`src/rtl/alu_seq.sv`:
```
// Handshaked ALU: single-cycle add/sub/compare plus iterative unsigned multiply and divide
// (one bit per cycle). The result and PSR flags are held until the consumer takes them.
module alu_seq #(
  parameter int WIDTH = 16
) (
  input  logic             clk,
  input  logic             reset_n,
  input  logic             in_valid,
  output logic             in_ready,
  input  logic [2:0]       op,
  input  logic [WIDTH-1:0] dst,
  input  logic [WIDTH-1:0] src,
  input  logic             carry_in,
  output logic             out_valid,
  input  logic             out_ready,
  output logic [WIDTH-1:0] result,
  output logic [WIDTH-1:0] result_hi,
  output logic [4:0]       psrWrite,
  output logic [4:0]       psrWrEn
);

  localparam int CNT_W = $clog2(WIDTH) + 1;
  localparam int M     = WIDTH - 1;

  localparam logic [2:0] OP_ADD  = 3'd0;
  localparam logic [2:0] OP_ADDC = 3'd1;
  localparam logic [2:0] OP_SUB  = 3'd2;
  localparam logic [2:0] OP_SUBC = 3'd3;
  localparam logic [2:0] OP_CMP  = 3'd4;
  localparam logic [2:0] OP_MULU = 3'd5;
  localparam logic [2:0] OP_DIVU = 3'd6;

  typedef enum logic [1:0] {S_IDLE, S_MUL, S_DIV, S_DONE} state_e;

  state_e             state_q, state_d;
  logic [CNT_W-1:0]   cnt_q, cnt_d;
  logic [WIDTH-1:0]   a_q, a_d;      // multiplier / dividend, becomes product low / quotient
  logic [WIDTH-1:0]   b_q, b_d;      // multiplicand / divisor
  logic [WIDTH-1:0]   r_q, r_d;      // product high / partial remainder
  logic [WIDTH-1:0]   result_q, result_d;
  logic [WIDTH-1:0]   result_hi_q, result_hi_d;
  logic [4:0]         psr_write_q, psr_write_d;
  logic [4:0]         psr_wren_q, psr_wren_d;

  logic               accept;
  logic               cin;
  logic [WIDTH:0]     add_sum, sub_diff;
  logic               add_ovf, sub_ovf;
  logic [WIDTH-1:0]   sc_res, sc_hi;
  logic [4:0]         sc_flags, sc_en;

  logic [WIDTH:0]     mul_sum;
  logic [WIDTH-1:0]   mul_hi, mul_lo;
  logic [WIDTH:0]     div_shift, div_diff;
  logic               div_ge;
  logic [WIDTH-1:0]   div_rem, div_quo;

  assign out_valid = (state_q == S_DONE);
  assign in_ready  = (state_q == S_IDLE) || (out_valid && out_ready);
  assign accept    = in_valid && in_ready;

  assign result    = result_q;
  assign result_hi = result_hi_q;
  assign psrWrite  = psr_write_q;
  assign psrWrEn   = out_valid ? psr_wren_q : 5'b00000;

  // Single-cycle datapath works straight off the inputs so the result lands on accept.
  assign cin      = ((op == OP_ADDC) || (op == OP_SUBC)) && carry_in;
  assign add_sum  = {1'b0, dst} + {1'b0, src} + {{WIDTH{1'b0}}, cin};
  assign sub_diff = {1'b0, dst} - {1'b0, src} - {{WIDTH{1'b0}}, cin};
  assign add_ovf  = (dst[M] == src[M]) && (add_sum[M] != dst[M]);
  assign sub_ovf  = (dst[M] != src[M]) && (sub_diff[M] != dst[M]);

  always_comb begin
    sc_res   = '0;
    sc_hi    = '0;
    sc_flags = 5'b00000;
    sc_en    = 5'b00000;
    case (op)
      OP_ADD, OP_ADDC: begin
        sc_res   = add_sum[M:0];
        sc_flags = {add_sum[WIDTH], 1'b0, add_ovf, add_sum[M:0] == '0, add_sum[M]};
        sc_en    = 5'b10111;
      end
      OP_SUB, OP_SUBC: begin
        sc_res   = sub_diff[M:0];
        sc_flags = {sub_diff[WIDTH], 1'b0, sub_ovf, sub_diff[M:0] == '0, sub_diff[M]};
        sc_en    = 5'b10111;
      end
      OP_CMP: begin
        sc_res   = sub_diff[M:0];
        sc_flags = {1'b0, dst < src, 1'b0, sub_diff[M:0] == '0, $signed(dst) < $signed(src)};
        sc_en    = 5'b01011;
      end
      OP_DIVU: begin  // only reached with a zero divisor
        sc_res   = '1;
        sc_hi    = dst;
        sc_flags = 5'b00100;
        sc_en    = 5'b00110;
      end
      default: ;
    endcase
  end

  // Iteration steps: shift-add multiply (LSB first) and restoring divide (MSB first).
  assign mul_sum   = {1'b0, r_q} + ({1'b0, b_q} & {(WIDTH+1){a_q[0]}});
  assign mul_hi    = mul_sum[WIDTH:1];
  assign mul_lo    = {mul_sum[0], a_q[M:1]};
  assign div_shift = {r_q, a_q[M]};
  assign div_diff  = div_shift - {1'b0, b_q};
  assign div_ge    = ~div_diff[WIDTH];
  assign div_rem   = div_ge ? div_diff[M:0] : div_shift[M:0];
  assign div_quo   = {a_q[M-1:0], div_ge};

  always_comb begin
    state_d     = state_q;
    cnt_d       = cnt_q;
    a_d         = a_q;
    b_d         = b_q;
    r_d         = r_q;
    result_d    = result_q;
    result_hi_d = result_hi_q;
    psr_write_d = psr_write_q;
    psr_wren_d  = psr_wren_q;
    case (state_q)
      S_IDLE, S_DONE: begin
        if (accept) begin
          a_d = dst;
          b_d = src;
          r_d = '0;
          if (op == OP_MULU) begin
            state_d = S_MUL;
            cnt_d   = CNT_W'(WIDTH);
          end else if ((op == OP_DIVU) && (src != '0)) begin
            state_d = S_DIV;
            cnt_d   = CNT_W'(WIDTH);
          end else begin
            state_d     = S_DONE;
            result_d    = sc_res;
            result_hi_d = sc_hi;
            psr_write_d = sc_flags;
            psr_wren_d  = sc_en;
          end
        end else if ((state_q == S_DONE) && out_ready) begin
          state_d = S_IDLE;
        end
      end
      S_MUL: begin
        a_d   = mul_lo;
        r_d   = mul_hi;
        cnt_d = cnt_q - CNT_W'(1);
        if (cnt_q == CNT_W'(1)) begin
          state_d     = S_DONE;
          result_d    = mul_lo;
          result_hi_d = mul_hi;
          psr_write_d = {3'b000, {mul_hi, mul_lo} == '0, 1'b0};
          psr_wren_d  = 5'b00010;
        end
      end
      S_DIV: begin
        a_d   = div_quo;
        r_d   = div_rem;
        cnt_d = cnt_q - CNT_W'(1);
        if (cnt_q == CNT_W'(1)) begin
          state_d     = S_DONE;
          result_d    = div_quo;
          result_hi_d = div_rem;
          psr_write_d = {3'b000, div_quo == '0, 1'b0};
          psr_wren_d  = 5'b00110;
        end
      end
      default: state_d = S_IDLE;
    endcase
  end

  always_ff @(posedge clk or negedge reset_n) begin
    if (!reset_n) begin
      state_q     <= S_IDLE;
      cnt_q       <= '0;
      a_q         <= '0;
      b_q         <= '0;
      r_q         <= '0;
      result_q    <= '0;
      result_hi_q <= '0;
      psr_write_q <= 5'b00000;
      psr_wren_q  <= 5'b00000;
    end else begin
      state_q     <= state_d;
      cnt_q       <= cnt_d;
      a_q         <= a_d;
      b_q         <= b_d;
      r_q         <= r_d;
      result_q    <= result_d;
      result_hi_q <= result_hi_d;
      psr_write_q <= psr_write_d;
      psr_wren_q  <= psr_wren_d;
    end
  end

endmodule
```
`config.mk`:
```
export PLATFORM = sky130hd
export DESIGN_NAME = alu_seq
export DESIGN_NICKNAME = d
export VERILOG_FILES = /design/src/rtl/alu_seq.sv
export SDC_FILE = /design/constraint.sdc
export NUM_CORES = 1
export LEC_CHECK = 0
export BUFFER_PORTS_ARGS = -buffer_cell sky130_fd_sc_hd__buf_2
export CORE_ASPECT_RATIO = 1.5
export CORE_MARGIN = 2
export CORE_UTILIZATION = 56
export CTS_CLUSTER_SIZE = 40
export DETAILED_ROUTE_END_ITERATION = 10
export PLACE_DENSITY = 0.81
export SKIP_LAST_GASP = 1
export SLEW_MARGIN = 30
export SYNTH_ARGS = -nofsm -noshare
export SYNTH_HDL_FRONTEND = slang
export SYNTH_SLANG_ARGS = --single-unit
```
`constraint.sdc`:
```
create_clock -name clk -period 3.1 [get_ports clk]
set_input_delay 0.31 -clock clk [delete_from_list [all_inputs] [get_ports clk]]
set_output_delay 0.31 -clock clk [all_outputs]
set_load 0.01 [all_outputs]
```
==> results by group <==
Cells and area
  – Synthesis-to-finish area growth: 31.7%
  – Final non-filler cell total: 1,613
  – Nets@finish: 1,547
  – Share of layout cells above drive strength 1: between 20 and 30%
  – N_diodes: 0
  – Final core utilization: 74.7%
  – Final instance area: around 0.012 mm^2

Timing
  – RSZ-0062 raised after global routing: yes
  – Worst setup margin: -0.124 ns
  – Max-slew headroom: about half
  – Post-route clock period utilization: 104%
  – Fin. Hold Viols: 0
  – Final setup fails: 13
  – Setup TNS: -0.577 ns
  – Maximum clock frequency: 0.310 GHz
  – Hold slack final: 0.315 ns
  – Worst-margin pin slew: ~0.77 ns
  – Crit path time final: 3.22 ns
  – Layout Skew: 0.0101 ns
  – Slew Viols, Final: 0

Power
  – Internal power: 5.59 mW
  – Max VDD drop: 0.722 mV
  – Switching Share: roughly 48%
  – Total power: 10.8 mW
  – Cell area power density: roughly 900 mW/mm^2
  – Sequential Power Share: ~22%
  – Switch Pwr: 5.21 mW
  – Logic pwr share: 68.4%
  – Pleak: a little under 6 nW
  – Clock power frac: 10.0%

Clocking
  – Clock Pin Slew Worst Setup and Hold Paths: 0.07 ns
  – Clock buffer count from CTS: 9
  – CTS HTree Levels: 3
  – TritonCTS Sinks: 97
  – CTS tree: done
  – CTS Root Cell: clkbuf_16
  – Clk Latency, worst-skew pair: between 0.3 and 0.4 ns
  – Worst-case clock buffer depth: 2

Floorplanning
  – I/O pins: 84
  – Die area: 0.0173 mm^2
  – Core area: 0.0160 mm^2
  – Starting density of the core: 56.7%
  – Die Wd: 108 um
  – Row cnt: 57
  – Chip Height: 160 um

Worst setup path
  – Worst R2R Setup Slack: -0.12 ns
  – Critical path startpoint category: flip-flop
  – CP Class: flip-flop to flip-flop
  – Arrival time worst endpoint: 3.51 ns
  – Crit path max fanout: 6
  – Data required, critical path: 3.38 ns
  – Worst path slowest cell: or4b_1
  – Cells along the critical path: and2_4 -> ha_2 -> fa_2 -> a211oi_1 -> o21bai_1 -> a21oi_1 -> xnor2_1 -> or3_4 -> nor4_4 -> nand4b_1 -> or4b_1 -> nand2_1
  – Setup crit end kind: flip-flop
  – Slowest Stage Delay on Critical Path: 0.52 ns

Synth
  – Yosys reg bits: a little under 100
  – EDFF count, synth: 0
  – Synthesized area per cell: 8.04 um^2
  – Register area share after synthesis: 26.7%
  – Share of the synthesized area in the top cell type: 26.7%
  – Dominant synthesized flop cell: dfrtp_1
  – Ys async rst share: 100%
  – Synth top cells by count: 102 x inv_1, 100 x nand2_1, 99 x ha_1
  – Count of different cell masters after synthesis: 72
  – Most common cell in the netlist: inv_1
  – Top post-synthesis cells by area: dfrtp_1 27%, ha_1 14%, a21oi_1 4.5%
  – Synth warn: 0
  – Mapped cell area: 0.00910 mm^2
  – Mapped Cells: around 1,100
  – Post-synth top area cell: dfrtp_1
  – Mapped Nets: 1,277

Outcome
  – Failing checks: setup timing
  – Status: finished, violations left

Route
  – # DRC: 0
  – DR iter-0 viols: 942
  – Vias per cell: 6.29
  – Drt total wl: ~33,000 um
  – Vias post-DR: 10,200
  – WL/cell: between 20 and 25 um
  – DRT antenna net count: 0
  – 1st-pass router iterations: 7

Global routing
  – Vias in the first global route: 9,971
  – Total grt overflow: 0
  – Pin count of the biggest net entering global routing: 72
  – First-pass GRT wire length: 50,100 um
  – Overall routing resource usage: 37.0%
  – Antenna violations before repair: 0

Flow run
  – Max-cap violations: 0

Placed design
  – Routability-driven placement congestion ratio: around 0.97
  – Port Buf Inserts: 83
  – Pre-CTS setup slack: -0.375 ns
  – Dpl cells: around 1,600
  – Post-DP HPWL: 25,000 um
  – Placed Area: 0.0112 mm^2

Worst hold path
  – Hold WC Path Type: primary input to flip-flop
[placed cells by master (no fill, tap or decap), types with 6 or more instances in the layout]
cell type and instances:
o211ai_1 10, o21bai_1 8, o22ai_2 6, ha_4 6, a22oi_1 17, nand3_1 19, a21o_1 25, o22ai_1 6
o221ai_1 6, o31ai_1 6, and2_1 25, a21oi_2 9, inv_1 101, o21ai_0 70, a221oi_1 8, a31oi_1 20
xnor2_1 38, nand2_1 99, dfrtp_1 95, ha_1 89, buf_2 82, o21a_1 24, nand4_1 9, nor2_1 95
mux2i_1 11, nand2b_1 11, nor2b_1 7, o22a_1 8, xor2_1 18, clkbuf_16 9, nor4_1 13, a21oi_1 73
buf_4 215, nor3_1 22
[metal layers]
layer / track usage (%) / part of all wire [%]
met5: 0 / 0
met2: 65.6 / 50
met1: 40.7 / 35
met3: 4.33 / 6.5
met4: 24.2 / 8.0
[critical path: cells and delay by family (launching register included)]
kind                       cells  cell delay (ns)
xor gates and xnor gates       1             0.11
adders and majority gates      2             0.55
DFF                            1             0.44
and+or+nand+nor                6             1.45
AOI/OAI and AO/OA              3             0.60
[power groups by stage]
stage	clock network, mW	registers, mW	logic, mW
finish	1.08	2.33	7.39
floorplan	0	2.27	3.98
CTS	1.07	2.30	6.70
detailed placement	0	2.31	6.44
global placement	0	2.30	6.26
global route	1.12	2.37	7.92
[path summary, 6_finish.rpt]
path	start	to	cells after the start
worst min register to register	psrWrite[3]	psrWrite[3]	2
worst max-delay path	a_q[0]	psrWrite[1]	12
max in group asynchronous	reset_n	result_hi[8]	4
min in group asynchronous	reset_n	psrWrite[3]	2
worst max register to register	a_q[0]	psrWrite[1]	12
worst min-delay path	dst[2]	result_hi[2]	3
[cells by family after synthesis]
family | share of synthesized area [%]
AO/OA/AOI/OAI | 26.5
AND/OR/NAND/NOR | 18.1
buffers and inverters | 6.35
adder cells (fa/ha/maj) | 14.9
flip-flops | 26.7
XOR/XNOR | 5.49
multiplexers | 2.03
[flip-flops by register name, indices dropped and copies added, names as in the netlist]
register	cells
a_q	16
state_q	2
psr_wren_q	5
cnt_q	5
psrWrite	5
result	16
b_q	16
result_hi	16
r_q	16
[final cells by class]
type / count / area [um^2]
Multi-Input combinational cell: 883 / 6450
Fill cell: 1141 / 4060
Sequential cell: 97 / 2430
Timing Repair Buffer: 306 / 2170
Inverter: 105 / 395
Tap cell: 206 / 258
Clock buffer: 9 / 225
Clock inverter: 7 / 56.3
[what timing repair did]
| action | CTS | global route |
|---|---|---|
| endpoints found under the setup margin | 21 | 38 |
| hold buffers | 0 | 1 |
| gates resized for setup | 24 | 49 |
| setup buffers | 7 | 16 |
| hold endpoints to repair | 0 | 18 |
| pin swaps | 12 | 20 |
Note: power is estimated with default switching activity, not from simulation.
